--- src/rtl/ts_pkg.sv ---
// Shared definitions for the multi-channel timestamper.
// TS_CAPTURE_EPOCH_EN widens each captured stamp from {time} to {epoch, time}.
package ts_pkg;

  typedef enum logic [1:0] {
    INIT = 2'b00,
    TRG  = 2'b11
  } exec_state_e;

`ifdef TS_CAPTURE_EPOCH_EN
  localparam bit CAPTURE_EPOCH = 1'b1;
`else
  localparam bit CAPTURE_EPOCH = 1'b0;
`endif

  // Width of one channel's stamp field in O_CAP_TIME.
  function automatic int cap_width(input int ts_w, input int ep_w);
    return CAPTURE_EPOCH ? ts_w + ep_w : ts_w;
  endfunction

endpackage

--- src/rtl/ts_capture_channel.sv ---
// One trigger-capture channel: rising-edge detect, stamp register,
// valid/ready output handshake and a sticky lost-capture flag.
module ts_capture_channel
  import ts_pkg::*;
#(
  parameter int CAP_W = 16
) (
  input  logic             AXIS_ACLK,
  input  logic             AXIS_ARESETN,
  input  logic             clear,
  input  logic             run_en,
  input  logic             trig,
  input  logic             ready,
  input  logic [CAP_W-1:0] stamp_in,
  output logic [CAP_W-1:0] cap_time,
  output logic             cap_valid,
  output logic             cap_ovf
);

  logic trig_q;
  logic rise;

  assign rise = trig & ~trig_q;

  // NOTE: sequential state uses non-blocking assignments only, so every
  // register samples the pre-edge values of its neighbours.
  always_ff @(posedge AXIS_ACLK or negedge AXIS_ARESETN) begin
    if (!AXIS_ARESETN) begin
      trig_q    <= 1'b0;
      cap_time  <= '0;
      cap_valid <= 1'b0;
      cap_ovf   <= 1'b0;
    end else if (clear) begin
      trig_q    <= 1'b0;
      cap_valid <= 1'b0;
      cap_ovf   <= 1'b0;
    end else if (run_en) begin
      trig_q <= trig;
      if (rise) begin
        // A completing transfer frees the slot in the same cycle: no bubble.
        if (!cap_valid || ready) begin
          cap_time  <= stamp_in;
          cap_valid <= 1'b1;
        end else begin
          cap_ovf <= 1'b1;
        end
      end else if (cap_valid && ready) begin
        cap_valid <= 1'b0;
      end
    end
  end

endmodule

--- src/rtl/multi_channel_timestamper.sv ---
// Free-running prescaled time base with epoch counter and NUM_CH capture
// channels. Define TS_CAPTURE_EPOCH_EN to capture {epoch, time} stamps.
module multi_channel_timestamper
  import ts_pkg::*;
#(
  parameter int TIME_STAMP_WIDTH = 16,
  parameter int EPOCH_WIDTH      = 8,
  parameter int DIV_WIDTH        = 8,
  parameter int NUM_CH           = 4
) (
  input  logic                                                  AXIS_ACLK,
  input  logic                                                  AXIS_ARESETN,
  input  logic [1:0]                                            EXEC_STATE,
  input  logic [DIV_WIDTH-1:0]                                  I_DIVIDE,
  input  logic [NUM_CH-1:0]                                     I_TRIG,
  input  logic [NUM_CH-1:0]                                     I_CAP_READY,
  output logic [TIME_STAMP_WIDTH-1:0]                           O_CURRENT_TIME,
  output logic [EPOCH_WIDTH-1:0]                                O_EPOCH,
  output logic [NUM_CH*cap_width(TIME_STAMP_WIDTH,EPOCH_WIDTH)-1:0] O_CAP_TIME,
  output logic [NUM_CH-1:0]                                     O_CAP_VALID,
  output logic [NUM_CH-1:0]                                     O_CAP_OVF
);

  localparam int CAP_W = cap_width(TIME_STAMP_WIDTH, EPOCH_WIDTH);

  logic                        run_next;
  logic                        run_en;
  logic [DIV_WIDTH-1:0]        div_in;
  logic [DIV_WIDTH-1:0]        div_eff;
  logic [DIV_WIDTH-1:0]        div_q;
  logic [DIV_WIDTH-1:0]        div_d;
  logic [DIV_WIDTH-1:0]        presc_q;
  logic [DIV_WIDTH-1:0]        presc_d;
  logic [TIME_STAMP_WIDTH-1:0] time_d;
  logic [EPOCH_WIDTH-1:0]      epoch_d;
  logic                        tick;
  logic                        time_max;
  logic [CAP_W-1:0]            stamp;

  // Clearing keys off the run_en next-state so state is already 0 in the
  // first cycle that run_en reads 0.
  assign run_next = (EXEC_STATE != INIT);
  assign div_in   = (I_DIVIDE == '0) ? DIV_WIDTH'(1) : I_DIVIDE;
  // div_q is only 0 before the first run cycle has latched a divisor.
  assign div_eff  = (div_q == '0) ? div_in : div_q;
  assign tick     = run_en && (presc_q == div_eff - DIV_WIDTH'(1));
  assign time_max = (O_CURRENT_TIME == '1);

  // NOTE: every combinational output gets a default first, so no path
  // leaves a signal unassigned and no latch is inferred.
  always_comb begin
    presc_d = presc_q;
    div_d   = div_q;
    time_d  = O_CURRENT_TIME;
    epoch_d = O_EPOCH;
    if (!run_next) begin
      presc_d = '0;
      div_d   = '0;
      time_d  = '0;
      epoch_d = '0;
    end else if (run_en) begin
      presc_d = tick ? '0 : presc_q + DIV_WIDTH'(1);
      if (tick || (div_q == '0)) begin
        div_d = div_in;
      end
      if (tick) begin
        time_d = O_CURRENT_TIME + TIME_STAMP_WIDTH'(1);
        if (time_max) begin
          epoch_d = O_EPOCH + EPOCH_WIDTH'(1);
        end
      end
    end
  end

  always_ff @(posedge AXIS_ACLK or negedge AXIS_ARESETN) begin
    if (!AXIS_ARESETN) begin
      run_en         <= 1'b0;
      presc_q        <= '0;
      div_q          <= '0;
      O_CURRENT_TIME <= '0;
      O_EPOCH        <= '0;
    end else begin
      run_en         <= run_next;
      presc_q        <= presc_d;
      div_q          <= div_d;
      O_CURRENT_TIME <= time_d;
      O_EPOCH        <= epoch_d;
    end
  end

`ifdef TS_CAPTURE_EPOCH_EN
  assign stamp = {O_EPOCH, O_CURRENT_TIME};
`else
  assign stamp = O_CURRENT_TIME;
`endif

  for (genvar k = 0; k < NUM_CH; k++) begin : g_ch
    ts_capture_channel #(
      .CAP_W(CAP_W)
    ) u_ch (
      .AXIS_ACLK   (AXIS_ACLK),
      .AXIS_ARESETN(AXIS_ARESETN),
      .clear       (~run_next),
      .run_en      (run_en),
      .trig        (I_TRIG[k]),
      .ready       (I_CAP_READY[k]),
      .stamp_in    (stamp),
      .cap_time    (O_CAP_TIME[k*CAP_W +: CAP_W]),
      .cap_valid   (O_CAP_VALID[k]),
      .cap_ovf     (O_CAP_OVF[k])
    );
  end

endmodule

--- config.mk ---
export PLATFORM = sky130hd
export DESIGN_NAME = multi_channel_timestamper
export DESIGN_NICKNAME = d
export VERILOG_FILES = /design/src/rtl/ts_pkg.sv /design/src/rtl/ts_capture_channel.sv /design/src/rtl/multi_channel_timestamper.sv
export SDC_FILE = /design/constraint.sdc
export NUM_CORES = 1
export LEC_CHECK = 0
export ABC_AREA = 1
export BUFFER_PORTS_ARGS = -buffer_cell sky130_fd_sc_hd__buf_2
export CORE_MARGIN = 4
export CORE_UTILIZATION = 40
export CTS_CLUSTER_DIAMETER = 50
export DETAILED_ROUTE_END_ITERATION = 8
export GPL_ROUTABILITY_DRIVEN = 0
export GPL_TIMING_DRIVEN = 1
export PLACE_DENSITY = 0.61
export SYNTH_ARGS = -nofsm -noshare
export SYNTH_HDL_FRONTEND = slang
export SYNTH_SLANG_ARGS = --single-unit
--- constraint.sdc ---
create_clock -name AXIS_ACLK -period 2.9 [get_ports AXIS_ACLK]
set_input_delay 0.29 -clock AXIS_ACLK [delete_from_list [all_inputs] [get_ports AXIS_ACLK]]
set_output_delay 0.29 -clock AXIS_ACLK [all_outputs]
set_load 0.005 [all_outputs]
==> impl_metrics.py <==
metrics = {
    "timing": {
        "tns_ns": 0,
        "fmax_mhz": 373,
        "period_share_pct": 92.4,
        "rsz0062_at_grt": "yes",
        "setup_viol": 0,
        "report.final.hold_viol_count": 0,
        "setup_ws_ns": 0.219,
        "slew_violations": 0,
        "clock_skew_ns": 0.0102,
        "fin_hold_ws_ns": 0.156,
        "tightest_slew_ns": 0.719,
        "slew-limit-headroom_pct": 52.1,
        "period_minus_slack_ns": 2.68,
    },
    "detailed_routing": {
        "wl_met1_mm": 6.61,
        "route.detailed.drc": 0,
        "wl_mm": 15.3,
        "via_per_inst": 5.03,
        "vias": 4766,
        "wl_met2_mm": 7.33,
        "wl_per_cell_um": 16.1,
        "met3_length_mm": 1.18,
        "dr.max_layer_used": "met4",
        "drt_iter0_drc": 492,
        "ant_nets": 0,
        "detail_route.first_pass.iterations": 5,
    },
    "critical_path": {
        "worst_path_max_delay_cell": "dfrtp_1",
        "critPathLaunchType": "register",
        "cp.buffers_inverters": 1,
        "path_class": "reg -> reg",
        "slowest_delay_ns": 0.42,
        "crit_chain": "nor2_1 > nand2_1 > nor2_4 > a21oi_2 > ha_1 > xor2_1 > buf_4 > nand2_1 > nand4_1 > nor2_1 > nand3_1 > nor2_2 > nand2_4 > nand2_4 > nand2_4 > nand2_1 > o21ai_2",
        "crit_family": "simple AND/OR/NAND/NOR gates",
        "endpoint_kind": "register",
        "rr_worst_depth": 17,
        "cp_max_fo": 16,
        "cp_data_required_time_ns": 3.19,
        "cp.arrival_ns": 2.97,
        "worstSetupPathDepth": 17,
    },
    "cells_and_area": {
        "ff_latch_area_um2": 2930,
        "multiInputGateArea_um2": 2190,
        "diodes": 0,
        "nFillCells": 1311,
        "final_nets": 783,
        "final_layout_size_suffix_gt1_share_pct": 25.0,
        "final_cells": 948,
        "design_area_um2": 6790,
        "synthToLayoutAreaGrowth_pct": 23.9,
    },
    "grt": {
        "grt_overflow": 0,
        "antenna_found_initial": 0,
        "grt_max_degree": 58,
        "grt_util_all_layers_pct": 20.4,
        "first_global_vias": 4770,
        "grt_first_pass_wirelength_mm": 25.4,
    },
    "run": {
        "cap_violations": 0,
    },
    "place": {
        "numPortBuffers": 115,
        "dp_slack_ns": 0.146,
        "hpwl_mm": 11.0,
        "placed_area_um2": 6210,
        "dp_cells": 914,
    },
    "synthesis": {
        "syn-cell-area_um2": 5480,
        "synth_nets": 662,
        "yosysMostFrequentCell": "nand2_1",
        "synth_top_area_cell": "dfrtp_1",
        "synth_area_leaders": "dfrtp_1 (53%), nand2_1 (11%), o21ai_0 (8.6%)",
        "synth_commonest_cells": "nand2_1 (162), dfrtp_1 (117), o21ai_0 (94)",
        "syn_area_per_cell_um2": 8.58,
        "synth_seq_area_share_pct": 53.5,
        "synthFlopType": "dfrtp_1",
        "synth_edf_count": 0,
        "ys_ff_latch": 117,
        "synth_cells": 638,
        "synth.top_cell.area_share_pct": 53.5,
        "ys_warn_count": 0,
        "async_reset_ff_share_pct": 100,
        "yosys.cell_types.count": 29,
    },
    "cts": {
        "htreeDepth": 4,
        "ctsLongestPathBuffers": 2,
        "root_buffer": "clkbuf_16",
        "clock_latency_ns": 0.41,
        "cts_sinks": 117,
        "cts_inserted_buffers": 17,
        "path_clk_slew_ns": 0.05,
        "cts_tree": "done",
    },
    "power": {
        "leakagePower_nw": 3.46,
        "power.density_nw_per_um2": 894,
        "vdd_ir_drop_max_mv": 0.446,
    },
    "die": {
        "die_area_um2": 15600,
        "io-pin-count": 116,
        "die_w_um": 125,
        "rows": 42,
        "coreArea_um2": 13300,
        "start_util_pct": 41.0,
        "die_h_um": 125,
    },
    "run_status": {
        "status": "finished clean",
    },
    "hold_path": {
        "hp-class": "in -> reg",
        "min_path_cells": 3,
    },
}
==> routing by layer <==
metal	vias up	track usage, %
li1	2308	-
met1	2304	25.7
met2	138	32.8
met3	16	8.36
met4	0	5.48
met5	-	0
==> cell families (layout without fill, tap and decap cells) <==
family	after synthesis	count (layout)	share of synthesized area [%]
and+or+nand+nor	298	298	23.6
AOI/OAI and AO/OA	115	115	11.6
buffers and inverters	81	215	6.72
DFF	117	117	53.5
xor gates and xnor gates	23	23	3.68
adders and majority gates	4	4	0.914
==> state kept, by name, indices dropped and copies added (netlist names) <==
name	count
O_CURRENT_TIME	16
presc_q	8
g_ch.u_ch.cap_ovf	4
div_q	8
g_ch.u_ch.cap_valid	4
O_EPOCH	8
run_en	1
g_ch.u_ch.trig_q	4
g_ch.u_ch.cap_time	64
==> stage by stage <==
step,util (%),power (W)
floorplan,-,0.00338
global placement,46.5,0.00407
detailed placement,46.5,0.00413
CTS,50.7,0.00610
global route,50.8,0.00652
finish,50.8,0.00607
==> worst paths after layout <==
check	from	endpoint	slack [ns]
max in group asynchronous	AXIS_ARESETN	presc_q[7]	1.60
hold reg to reg	g_ch[1].u_ch.cap_time[1]	g_ch[1].u_ch.cap_time[1]	0.48
setup reg to reg	div_q[0]	O_EPOCH[3]	0.22
min in group asynchronous	AXIS_ARESETN	div_q[4]	0.49
hold / removal	I_DIVIDE[7]	div_q[7]	0.16
setup / recovery	div_q[0]	O_EPOCH[3]	0.22
==> worst reg2reg max path, cell delays in order, from the launching register on <==
cell and delay [ns]:
dfrtp_1 0.42, nor2_1 0.11, nand2_1 0.09, nor2_4 0.16, a21oi_2 0.13, ha_1 0.27
xor2_1 0.19, buf_4 0.15, nand2_1 0.05, nand4_1 0.07, nor2_1 0.12, nand3_1 0.10
nor2_2 0.14, nand2_4 0.11, nand2_4 0.09, nand2_4 0.15, nand2_1 0.14, o21ai_2 0.05
==> power by group <==
group          internal, W  switching [W]  leakage [nW]  total [W]
clock              0.00122       0.000718         0.260    0.00194
sequential         0.00201       0.000314          1.57    0.00233
combinational     0.000703        0.00110          1.63    0.00181
==> layout make-up <==
type,instances,share of cell area [%]
multi-input cells,440,32.2
repair buffers,131,10.4
well taps,176,3.24
clock buffers,24,6.95
flip-flops and latches,117,43.1
clock inverters,8,1.12
inverters,52,2.88
==> timing repair <==
item	4_1_cts	5_1_grt
hold buffers	1	0
endpoints found under the setup margin	0	37
resized for setup	0	4
hold endpoints to repair	54	0
setup buffers	0	1
==> layout by cell type, fill, tap and decap left out, types with 8 or more instances in the layout <==
master	instances
buf_2	114
buf_4	15
clkbuf_16	17
dfrtp_1	117
inv_1	50
nand2_1	161
nand2_2	9
nand3_1	43
nor2_1	50
nor3_1	8
o21ai_0	94
o21ai_2	8
xor2_1	23
No activity file was read; power rests on OpenSTA's default activity.
